===== src/rtl/program_loader_pkg.sv =====
// Shared definitions for the program loader: default word width, FSM state
// encodings and the bytes-per-word helper.
package program_loader_pkg;

    localparam int LD_WORD_SIZE = 16;

    typedef enum logic [2:0] {
        LD_IDLE,
        LD_LEN_HI,
        LD_LEN_LO,
        LD_DATA,
        LD_WRITE,
        LD_CSUM,
        LD_DONE
    } ld_state_t;

    function automatic int bytes_per_word(input int word_size);
        return word_size / 8;
    endfunction

endpackage


===== src/rtl/program_loader_if.sv =====
// Byte-stream input and instruction-memory write port of the program loader.
// master = the loader, slave = the stream source / memory side.
interface program_loader_if
    import program_loader_pkg::*;
#(
    parameter int WORD_SIZE = LD_WORD_SIZE
);
    logic [7:0]           in_data;
    logic                 in_valid;
    logic                 in_ready;
    logic                 mem_we;
    logic [WORD_SIZE-1:0] mem_addr;
    logic [WORD_SIZE-1:0] mem_data;

    modport master (
        input  in_data, in_valid,
        output in_ready, mem_we, mem_addr, mem_data
    );

    modport slave (
        output in_data, in_valid,
        input  in_ready, mem_we, mem_addr, mem_data
    );
endinterface


===== src/rtl/program_loader_byte_packer.sv =====
// Big-endian byte-to-word packer: shifts bytes in MSB first and flags the
// shift that completes a word.
module byte_packer
    import program_loader_pkg::*;
#(
    parameter int WORD_SIZE = LD_WORD_SIZE
) (
    input  logic                 clk,
    input  logic                 rst_n,
    input  logic                 clear,
    input  logic                 shift,
    input  logic [7:0]           byte_in,
    output logic [WORD_SIZE-1:0] word,
    output logic                 word_full
);
    localparam int BYTES_PER_WORD = bytes_per_word(WORD_SIZE);
    localparam int CW = (BYTES_PER_WORD > 1) ? $clog2(BYTES_PER_WORD) : 1;
    localparam logic [CW-1:0] LAST = CW'(BYTES_PER_WORD - 1);

    logic [CW-1:0] cnt;

    // High on the shift that delivers the final byte of the current word.
    assign word_full = shift && (cnt == LAST);

    // NOTE: state updates use non-blocking assignments so every register
    // samples pre-edge values, independent of statement order.
    always_ff @(posedge clk or negedge rst_n) begin
        if (!rst_n) begin
            word <= '0;
            cnt  <= '0;
        end else if (clear) begin
            word <= '0;
            cnt  <= '0;
        end else if (shift) begin
            word <= (word << 8) | WORD_SIZE'(byte_in);
            cnt  <= word_full ? '0 : cnt + CW'(1);
        end
    end

endmodule


===== src/rtl/program_loader.sv =====
// Instruction-memory loader: receives a length-prefixed byte stream, writes
// whole words from BASE_ADDR upward and stalls the CPU until the load is done.
// Optional trailing XOR checksum byte enabled by PROGRAM_LOADER_CHECKSUM_EN.
module program_loader
    import program_loader_pkg::*;
#(
    parameter int                   WORD_SIZE = LD_WORD_SIZE,
    parameter logic [WORD_SIZE-1:0] BASE_ADDR = '0
) (
    input  logic                 clk,
    input  logic                 rst_n,
    input  logic                 start,
    program_loader_if.master     bus,
    output logic                 cpu_hold,
    output logic                 done,
    output logic [WORD_SIZE-1:0] words_loaded
`ifdef PROGRAM_LOADER_CHECKSUM_EN
    ,
    output logic                 csum_err
`endif
);
    localparam int LW = (WORD_SIZE > 16) ? WORD_SIZE : 16;

`ifdef PROGRAM_LOADER_CHECKSUM_EN
    localparam ld_state_t END_STATE = LD_CSUM;
`else
    localparam ld_state_t END_STATE = LD_DONE;
`endif

    ld_state_t            state, state_next;
    logic [15:0]          len;
    logic [WORD_SIZE-1:0] addr;
    logic [WORD_SIZE-1:0] mem_data_q;
    logic [WORD_SIZE-1:0] word;
    logic                 word_full;
    logic                 transfer;
    logic                 start_accept;
    logic                 last_word;

    assign transfer     = bus.in_valid && bus.in_ready;
    assign start_accept = start && (state == LD_IDLE || state == LD_DONE);
    assign last_word    = (LW'(words_loaded) + LW'(1)) == LW'(len);

    byte_packer #(.WORD_SIZE(WORD_SIZE)) u_packer (
        .clk       (clk),
        .rst_n     (rst_n),
        .clear     (start_accept),
        .shift     (state == LD_DATA && transfer),
        .byte_in   (bus.in_data),
        .word      (word),
        .word_full (word_full)
    );

    always_ff @(posedge clk or negedge rst_n) begin
        if (!rst_n) state <= LD_IDLE;
        else        state <= state_next;
    end

    // NOTE: every signal written here gets a default first, so no path
    // leaves it unassigned and no latch is inferred.
    always_comb begin
        state_next   = state;
        bus.in_ready = 1'b0;
        bus.mem_we   = 1'b0;
        unique case (state)
            LD_IDLE, LD_DONE: begin
                if (start) state_next = LD_LEN_HI;
            end
            LD_LEN_HI: begin
                bus.in_ready = 1'b1;
                if (transfer) state_next = LD_LEN_LO;
            end
            LD_LEN_LO: begin
                bus.in_ready = 1'b1;
                if (transfer)
                    state_next = ({len[15:8], bus.in_data} == 16'd0) ? END_STATE : LD_DATA;
            end
            LD_DATA: begin
                bus.in_ready = 1'b1;
                if (word_full) state_next = LD_WRITE;
            end
            LD_WRITE: begin
                bus.mem_we = 1'b1;
                state_next = last_word ? END_STATE : LD_DATA;
            end
`ifdef PROGRAM_LOADER_CHECKSUM_EN
            LD_CSUM: begin
                bus.in_ready = 1'b1;
                if (transfer) state_next = LD_DONE;
            end
`endif
            default: state_next = LD_IDLE;
        endcase
    end

    always_ff @(posedge clk or negedge rst_n) begin
        if (!rst_n) begin
            len          <= '0;
            addr         <= '0;
            words_loaded <= '0;
            mem_data_q   <= '0;
        end else begin
            if (start_accept) begin
                addr         <= BASE_ADDR;
                words_loaded <= '0;
            end
            if (state == LD_LEN_HI && transfer) len[15:8] <= bus.in_data;
            if (state == LD_LEN_LO && transfer) len[7:0]  <= bus.in_data;
            if (state == LD_WRITE) begin
                addr         <= addr + WORD_SIZE'(1);
                words_loaded <= words_loaded + WORD_SIZE'(1);
                mem_data_q   <= word;
            end
        end
    end

    // Write data comes straight from the packer during WRITE and is held after.
    assign bus.mem_addr = addr;
    assign bus.mem_data = bus.mem_we ? word : mem_data_q;
    assign done         = (state == LD_DONE);

`ifdef PROGRAM_LOADER_CHECKSUM_EN
    logic [7:0] csum;

    always_ff @(posedge clk or negedge rst_n) begin
        if (!rst_n) begin
            csum     <= '0;
            csum_err <= 1'b0;
        end else if (start_accept) begin
            csum     <= '0;
            csum_err <= 1'b0;
        end else if (transfer) begin
            if (state == LD_CSUM) csum_err <= (bus.in_data != csum);
            else                  csum     <= csum ^ bus.in_data;
        end
    end

    // A bad image keeps the CPU stalled even though the load has finished.
    assign cpu_hold = !(state == LD_DONE && !csum_err);
`else
    assign cpu_hold = !(state == LD_DONE);
`endif

endmodule

===== src/flat_wrapper.sv =====
// flat-port wrapper written by rule: the top's interface ports become plain ports
module program_loader_flat import program_loader_pkg::*;
#(
    parameter int                   WORD_SIZE = LD_WORD_SIZE,
    parameter logic [WORD_SIZE-1:0] BASE_ADDR = '0
)
  (clk, rst_n, start, cpu_hold, done, words_loaded, bus_in_data, bus_in_valid, bus_in_ready, bus_mem_we, bus_mem_addr, bus_mem_data);
  program_loader_if #(.WORD_SIZE(WORD_SIZE)) bus_i ();
  input  logic clk;
  input  logic rst_n;
  input  logic start;
  output logic cpu_hold;
  output logic done;
  output logic [WORD_SIZE-1:0] words_loaded;
  input wire logic [$bits(bus_i.in_data)-1:0] bus_in_data;
  input wire logic [$bits(bus_i.in_valid)-1:0] bus_in_valid;
  output wire logic [$bits(bus_i.in_ready)-1:0] bus_in_ready;
  output wire logic [$bits(bus_i.mem_we)-1:0] bus_mem_we;
  output wire logic [$bits(bus_i.mem_addr)-1:0] bus_mem_addr;
  output wire logic [$bits(bus_i.mem_data)-1:0] bus_mem_data;
  assign bus_i.in_data = bus_in_data;
  assign bus_i.in_valid = bus_in_valid;
  assign bus_in_ready = bus_i.in_ready;
  assign bus_mem_we = bus_i.mem_we;
  assign bus_mem_addr = bus_i.mem_addr;
  assign bus_mem_data = bus_i.mem_data;
  program_loader #(.WORD_SIZE(WORD_SIZE), .BASE_ADDR(BASE_ADDR)) u_core (.clk(clk), .rst_n(rst_n), .start(start), .bus(bus_i), .cpu_hold(cpu_hold), .done(done), .words_loaded(words_loaded));
endmodule

===== config.mk =====
export PLATFORM = sky130hd
export DESIGN_NAME = program_loader_flat
export DESIGN_NICKNAME = d
export VERILOG_FILES = /design/src/rtl/program_loader_pkg.sv /design/src/rtl/program_loader_if.sv /design/src/rtl/program_loader_byte_packer.sv /design/src/rtl/program_loader.sv /design/src/flat_wrapper.sv
export SDC_FILE = /design/constraint.sdc
export NUM_CORES = 1
export LEC_CHECK = 0
export CORE_UTILIZATION = 25
export CTS_CLUSTER_DIAMETER = 150
export DETAILED_ROUTE_END_ITERATION = 8
export GPL_ROUTABILITY_DRIVEN = 0
export GPL_TIMING_DRIVEN = 0
export PLACE_DENSITY = 0.53
export SYNTH_ARGS = -nofsm -noshare
export SYNTH_HDL_FRONTEND = slang
export SYNTH_SLANG_ARGS = --single-unit

===== constraint.sdc =====
create_clock -name clk -period 6.5 [get_ports clk]
set_clock_uncertainty 0.15 [all_clocks]
set_input_delay 1.95 -clock clk [delete_from_list [all_inputs] [get_ports clk]]
set_output_delay 1.95 -clock clk [all_outputs]
set_load 0.02 [all_outputs]

==> impl_metrics.toml <==
[power_and_ir_drop]
power_density_nw_per_um2 = 386
pwr-share-seq_pct = 38.0
clockPowerShare_pct = 24.9
total_power_mw = 2.10
swShare_pct = 36.1
leakage_nw = 2.33
irDropWorstVdd_mv = 0.226
p_comb_share_pct = 37.1
p_switching_mw = 0.759
power.internal_mw = 1.34

[drt]
wirelength_um = 11200
detail-route-antenna-nets = 0
vias = 3577
wire_per_inst_um = 14.7
vias_per_cell = 4.72
drc = 0
first_pass_iters = 5
drt_iter0_drc = 247

[floorplan]
fp.dieH_um = 132
die_x_um = 132
coreArea_um2 = 16500
start_util_pct = 25.5
dieArea_um2 = 17400
num_io_pins = 64
num_rows = 47

[clock_network]
cts_setup_buffers = 0
hold_buffers = 0
cts_resized = 0
cts_buffers = 9
htree_levels = 3
cts_sinks = 84
cts-root-buf = "clkbuf_16"
clockBufferDepth = 2
clock_latency_ns = 0.34
cts_tree = "done"
path_clk_slew_ns = 0.06

[synth]
synthTopCellsByArea = "dfrtp_1 50%, nand2_1 11%, mux2_2 4.8%"
avgSynthCellArea_um2 = 9.20
yosys.area_share.simple_pct = 23.0
ys.flop_type = "dfrtp_1"
seq_area_frac_synth_pct = 49.9
ys_seq_elements = 84
synth.area.mux_share_pct = 7.43
synth_top_family_by_area = "simple AND/OR/NAND/NOR gates"
synth_compound_area_share_pct = 11.3
synth_top_area_cell = "dfrtp_1"
synth_xor_area_share_pct = 4.37
yosysTopAreaCellShare_pct = 49.9
synth_warnings = 0
synth_edf_count = 0
synth_cell_type_count = 49
async_flop_share_pct = 100
synthAdderAreaFrac_pct = 0.594
synth_area_um2 = 4210
postSynthCellCount = 458
syn_nets = 472

[sta]
drv_slew = 0
slew_headroom_pct = 25.0
min_period_over_period_pct = 80.4
setup_slack_ns = 1.27
setup_tns_ns = 0
rsz0062_at_grt = "false"
finalSetupViolCount = 0
hold_violations = 0
fmax_mhz = 191
tightest_slew_ns = 1.12
min_period_ns = 5.23

[placed_design]
port_buffers = 63
dp_hpwl_um = 8150
place_ws_ns = 1.61

[cells_and_area]
drive_gt1_share_pct = 10.0
area_delta_synth_final_pct = 29.3
antennaDiodeCount = 0
final_nets = 547
final_util_pct = 33.0
final_common_cell = "nand2_1"
final_cell_mix = "120 x nand2_1, 84 x dfrtp_1, 62 x clkdlybuf4s50_1"

[setup_path]
cp.arrival_ns = 3.13
critPathSlowestCell = "clkdlybuf4s50_1"
required_ns = 4.40
critPathLaunch = "u_core.state[1]$_DFFE_PN0P_"
crit_path_end_kind = "output pin"
crit_path_cell_trace = "buf_2, nor2_1, nand2_1, inv_1, buf_1, buf_1, nand2_1, nand2_1, clkdlybuf4s50_1"
cpMostUsedCell = "nand2_1"
critPathBufInv = 5
rr_startpoint = "u_core.words_loaded[0]$_DFFE_PN0P_"
cp-start-kind = "flop"
critPathMaxFanout = 10
cpPeakStageDelay_ns = 0.60
critPathKind = "flop to output pin"
crit_family = "buffers and inverters"

[run_status]
status = "finished, final reports clean"

[global_route]
grt_pass1_wl_um = 18500
grt_overflow = 0
antenna_found_initial = 0
track_usage_pct = 13.5
grt_start_max_net_pins = 57
grt_pass1_vias = 3558

[worst_hold_path]
worstHoldStart = "u_core.mem_data_q[10]$_DFFE_PN0P_"
hold_class = "flop to flop"

[flow_run]
drv_cap = 0
Yosys cell counts (2+ instances only):
library cell	n
nor2_1	29
mux2_2	18
nor3_1	4
nand2_1	120
a31oi_1	6
xnor2_1	13
and3_1	6
buf_1	4
o41ai_1	3
mux2i_1	11
o211ai_1	3
nand4b_1	2
o31ai_1	5
nor2b_1	2
or2_2	2
buf_2	6
dfrtp_1	84
a21oi_1	20
o21ai_0	33
nand4_1	8
inv_1	7
xor2_1	8
clkbuf_1	14
nand3_1	12
or3_1	2
nor4_1	11
ha_1	2
and4_1	2
metal layers:
metal  part of all wire [%]  vias up  wire length, um  track usage (%)
li1                       -     1732                -                -
met1                     47     1714             5290             18.1
met2                     45      115             5050             20.6
met3                    5.5       16              608             3.77
met4                    1.9        0              210             5.17
met5                      0        -                0                0
sequential cells by signal, summed over array words and instances (netlist names):
register              flops
u_core.words_loaded      16
u_core.u_packer.word     16
u_core.state              3
u_core.mem_data_q        16
u_core.len               16
u_core.bus.mem_addr      16
u_core.u_packer.cnt       1
through the flow:
stage	instances	instance area (um2)	hold WS, ns
after global placement	741	5120	0.305
after floorplan	458	4210	0.351
after global routing	758	5450	0.351
after detailed placement	742	5140	0.311
after CTS	758	5450	0.329
final	758	5450	0.324
power by group through the flow:
stage	clock network [mW]	logic (mW)	registers, mW
2_1_floorplan	0	0.509	0.788
3_3_place_gp	0	0.768	0.804
3_5_place_dp	0	0.782	0.811
4_1_cts	0.542	0.787	0.802
5_1_grt	0.568	0.860	0.822
6_report	0.523	0.780	0.799
kinds of logic after synthesis:
group                      after synthesis
xor gates and xnor gates                21
adders and majority gates                2
and+or+nand+nor                        210
AOI/OAI and AO/OA                       79
muxes                                   29
DFF                                     84
buffers and inverters                   33
layout make-up:
type | count | area, um2
inverters | 7 | 26.3
clock buffers | 11 | 253
flip-flops and latches | 84 | 2100
repair buffers | 64 | 656
clock inverters | 5 | 50.0
fillers | 1671 | 11100
multi-input cells | 341 | 1970
plain buffers | 26 | 116
well taps | 220 | 275
worst reg2reg max path: cells and delay by family, from the launching register on:
kind,cells,cell delay [ns]
flops,1,0.49
fa+ha+maj,1,0.19
compound gates,1,0.20
simple gates,4,1.22
buf+inv,1,0.31
xor+xnor,1,0.17
worst paths after layout:
kind | end | slack (ns) | depth (start not counted)
worst min register to register | u_core.mem_data_q[10]$_DFFE_PN0P_ | 0.32 | 2
min in group asynchronous | u_core.words_loaded[7]$_DFFE_PN0P_ | 1.39 | 1
max in group asynchronous | u_core.mem_data_q[13]$_DFFE_PN0P_ | 4.20 | 2
worst max register to register | u_core.state[0]$_DFFE_PN0P_ | 3.65 | 8
worst min-delay path | u_core.mem_data_q[10]$_DFFE_PN0P_ | 0.32 | 2
worst max-delay path | bus_mem_data[12] | 1.27 | 9
Power figures use the tool's default switching activity.
==> RTL change: new RTL, same flow settings <==
Change the package constant `LD_WORD_SIZE` from 16 to 32.
--- a/src/rtl/program_loader_pkg.sv
+++ b/src/rtl/program_loader_pkg.sv
@@ -3,5 +3,5 @@
 package program_loader_pkg;
 
-    localparam int LD_WORD_SIZE = 16;
+    localparam int LD_WORD_SIZE = 32;
 
     typedef enum logic [2:0] {
Ports: changed (resized bus_mem_addr, bus_mem_data and words_loaded); port bits go from 64 to 112. The function was not compared with the original's and may differ.
==> RTL change against the unedited design <==
  * Setup slack lost 0.78 ns
  * Synthesized area grew 79%
  * Largest cell class unchanged
  * Critical endpoint is now bus_mem_data[15]
  * Hold slack lost 0.0024 ns
  * Critical path depth grew 1
  * Design area grew 80%
  * Sequential share of layout area shrank 0.54 points
  * Synthesized cell count grew 82%
  * Power grew 66%
  * Final cell count grew 81%
  * Sequential cell count grew 65
  * Routed wire length grew 100%
==> RTL change: results (changes against the unedited design) <==
| Metric | Value |
|---|---|
| Inverters | `6 (was 7)` |
| Worst slack, placed | `0.891 ns (was 1.61 ns)` |
| Synth top cells by count | `nand2_1 (224), dfrtp_1 (149), o21ai_0 (65) (was nand2_1 (120), dfrtp_1 (84), o21ai_0 (33))` |
| Met1 wire length | `10.9 mm (was 5.29 mm)` |
| Sequential share of the synthesized area | `49.6% (was 49.9%)` |
| Vias in the first global route | `6422 (was 3558)` |
| Sink Count | `149 (was 84)` |
| Met2 usage | `24.0% (was 20.6%)` |
| Vias per cell | `4.80 (was 4.72)` |
| Switching Fraction | `36.1% (about the same)` |
| Status | `finished clean (unchanged)` |
| Worst setup startpoint | `u_core.state[0]$_DFFE_PN0P_ (was u_core.state[1]$_DFFE_PN0P_)` |
| Mapped Cells | `835 (was 458)` |
| Global-route wire length before repair | `36.7 mm (was 18.5 mm)` |
| Top sig layer | `met5 (was met4)` |
| WHS | `0.321 ns (was 0.324 ns)` |
| Slack of the critical path | `0.499 ns (was 1.27 ns)` |
| Leak | `0.00412 µW (was 0.00233 µW)` |
| DP Area | `9160 µm² (was 5140 µm²)` |
| Clock-cell share of area | `6.55% (was 5.56%)` |
| Avg WL per Cell | `16.7 µm (was 14.7 µm)` |
| Placed insts | `1337 (was 742)` |
| Final HPWL DP | `16.0 mm (was 8.15 mm)` |
| Total track usage | `15.2% (was 13.5%)` |
| Routed length on met3 | `1.10 mm (was 608 µm)` |
| VDD IR max | `0.196 mV (was 0.226 mV)` |
| Post-Layout Cell Count | `1369 (was 758)` |
| Largest net degree at the start of global routing | `103 (was 57)` |
| R2r setup slk | `3.32 ns (was 3.65 ns)` |
| Slowest stage cell, crit path | `clkbuf_1 (was clkdlybuf4s50_1)` |
| Max stage delay on crit path | `0.67 ns (was 0.60 ns)` |
| Clk_lat worst skew | `0.43 ns (was 0.34 ns)` |
| Seq pwr share | `37.2% (was 38.0%)` |
| Mapped Nets | `850 (was 472)` |
| Fill count | `3092 (was 1671)` |
| Min-delay src | `u_core.mem_data_q[15]$_DFFE_PN0P_ (was u_core.mem_data_q[10]$_DFFE_PN0P_)` |
| CLK BUF | `17 (was 11)` |
| Fraction of area in registers | `38.1% (was 38.6%)` |
| Initial antenna violation count | `1 (was 0)` |
| Multi-input combinational area share | `35.9% (was 36.1%)` |
| Data arrival time of the worst path | `3.90 ns (was 3.13 ns)` |
-- RTL change: changes by cell type in the layout (fill, tap and decap cells not counted), moves of 11 or more --
| cell | change |
|---|---|
| clkdlybuf4s50_1 | +48 |
| nand3_1 | +26 |
| o31ai_1 | +11 |
| nand4_1 | +19 |
| nand2_1 | +104 |
| o21ai_0 | +32 |
| a21oi_1 | +33 |
| clkbuf_1 | +23 |
| dfrtp_1 | +65 |
-- RTL change: kinds of logic after synthesis --
kind of cell | after synthesis | share of synthesized area, %
buffers and inverters | 57 | 3.64
xor gates and xnor gates | 31 | 3.61
AOI/OAI and AO/OA | 174 | 13.9
muxes | 30 | 4.26
DFF | 149 | 49.6
adders and majority gates | 3 | 0.499
and+or+nand+nor | 391 | 24.5
-- RTL change: critical path: cells and delay by family, from the launching register on --
| family | cells | cell delay [ns] |
|---|---|---|
| buffers and inverters | 6 | 2.59 |
| and+or+nand+nor | 4 | 0.53 |
| DFF | 1 | 0.35 |
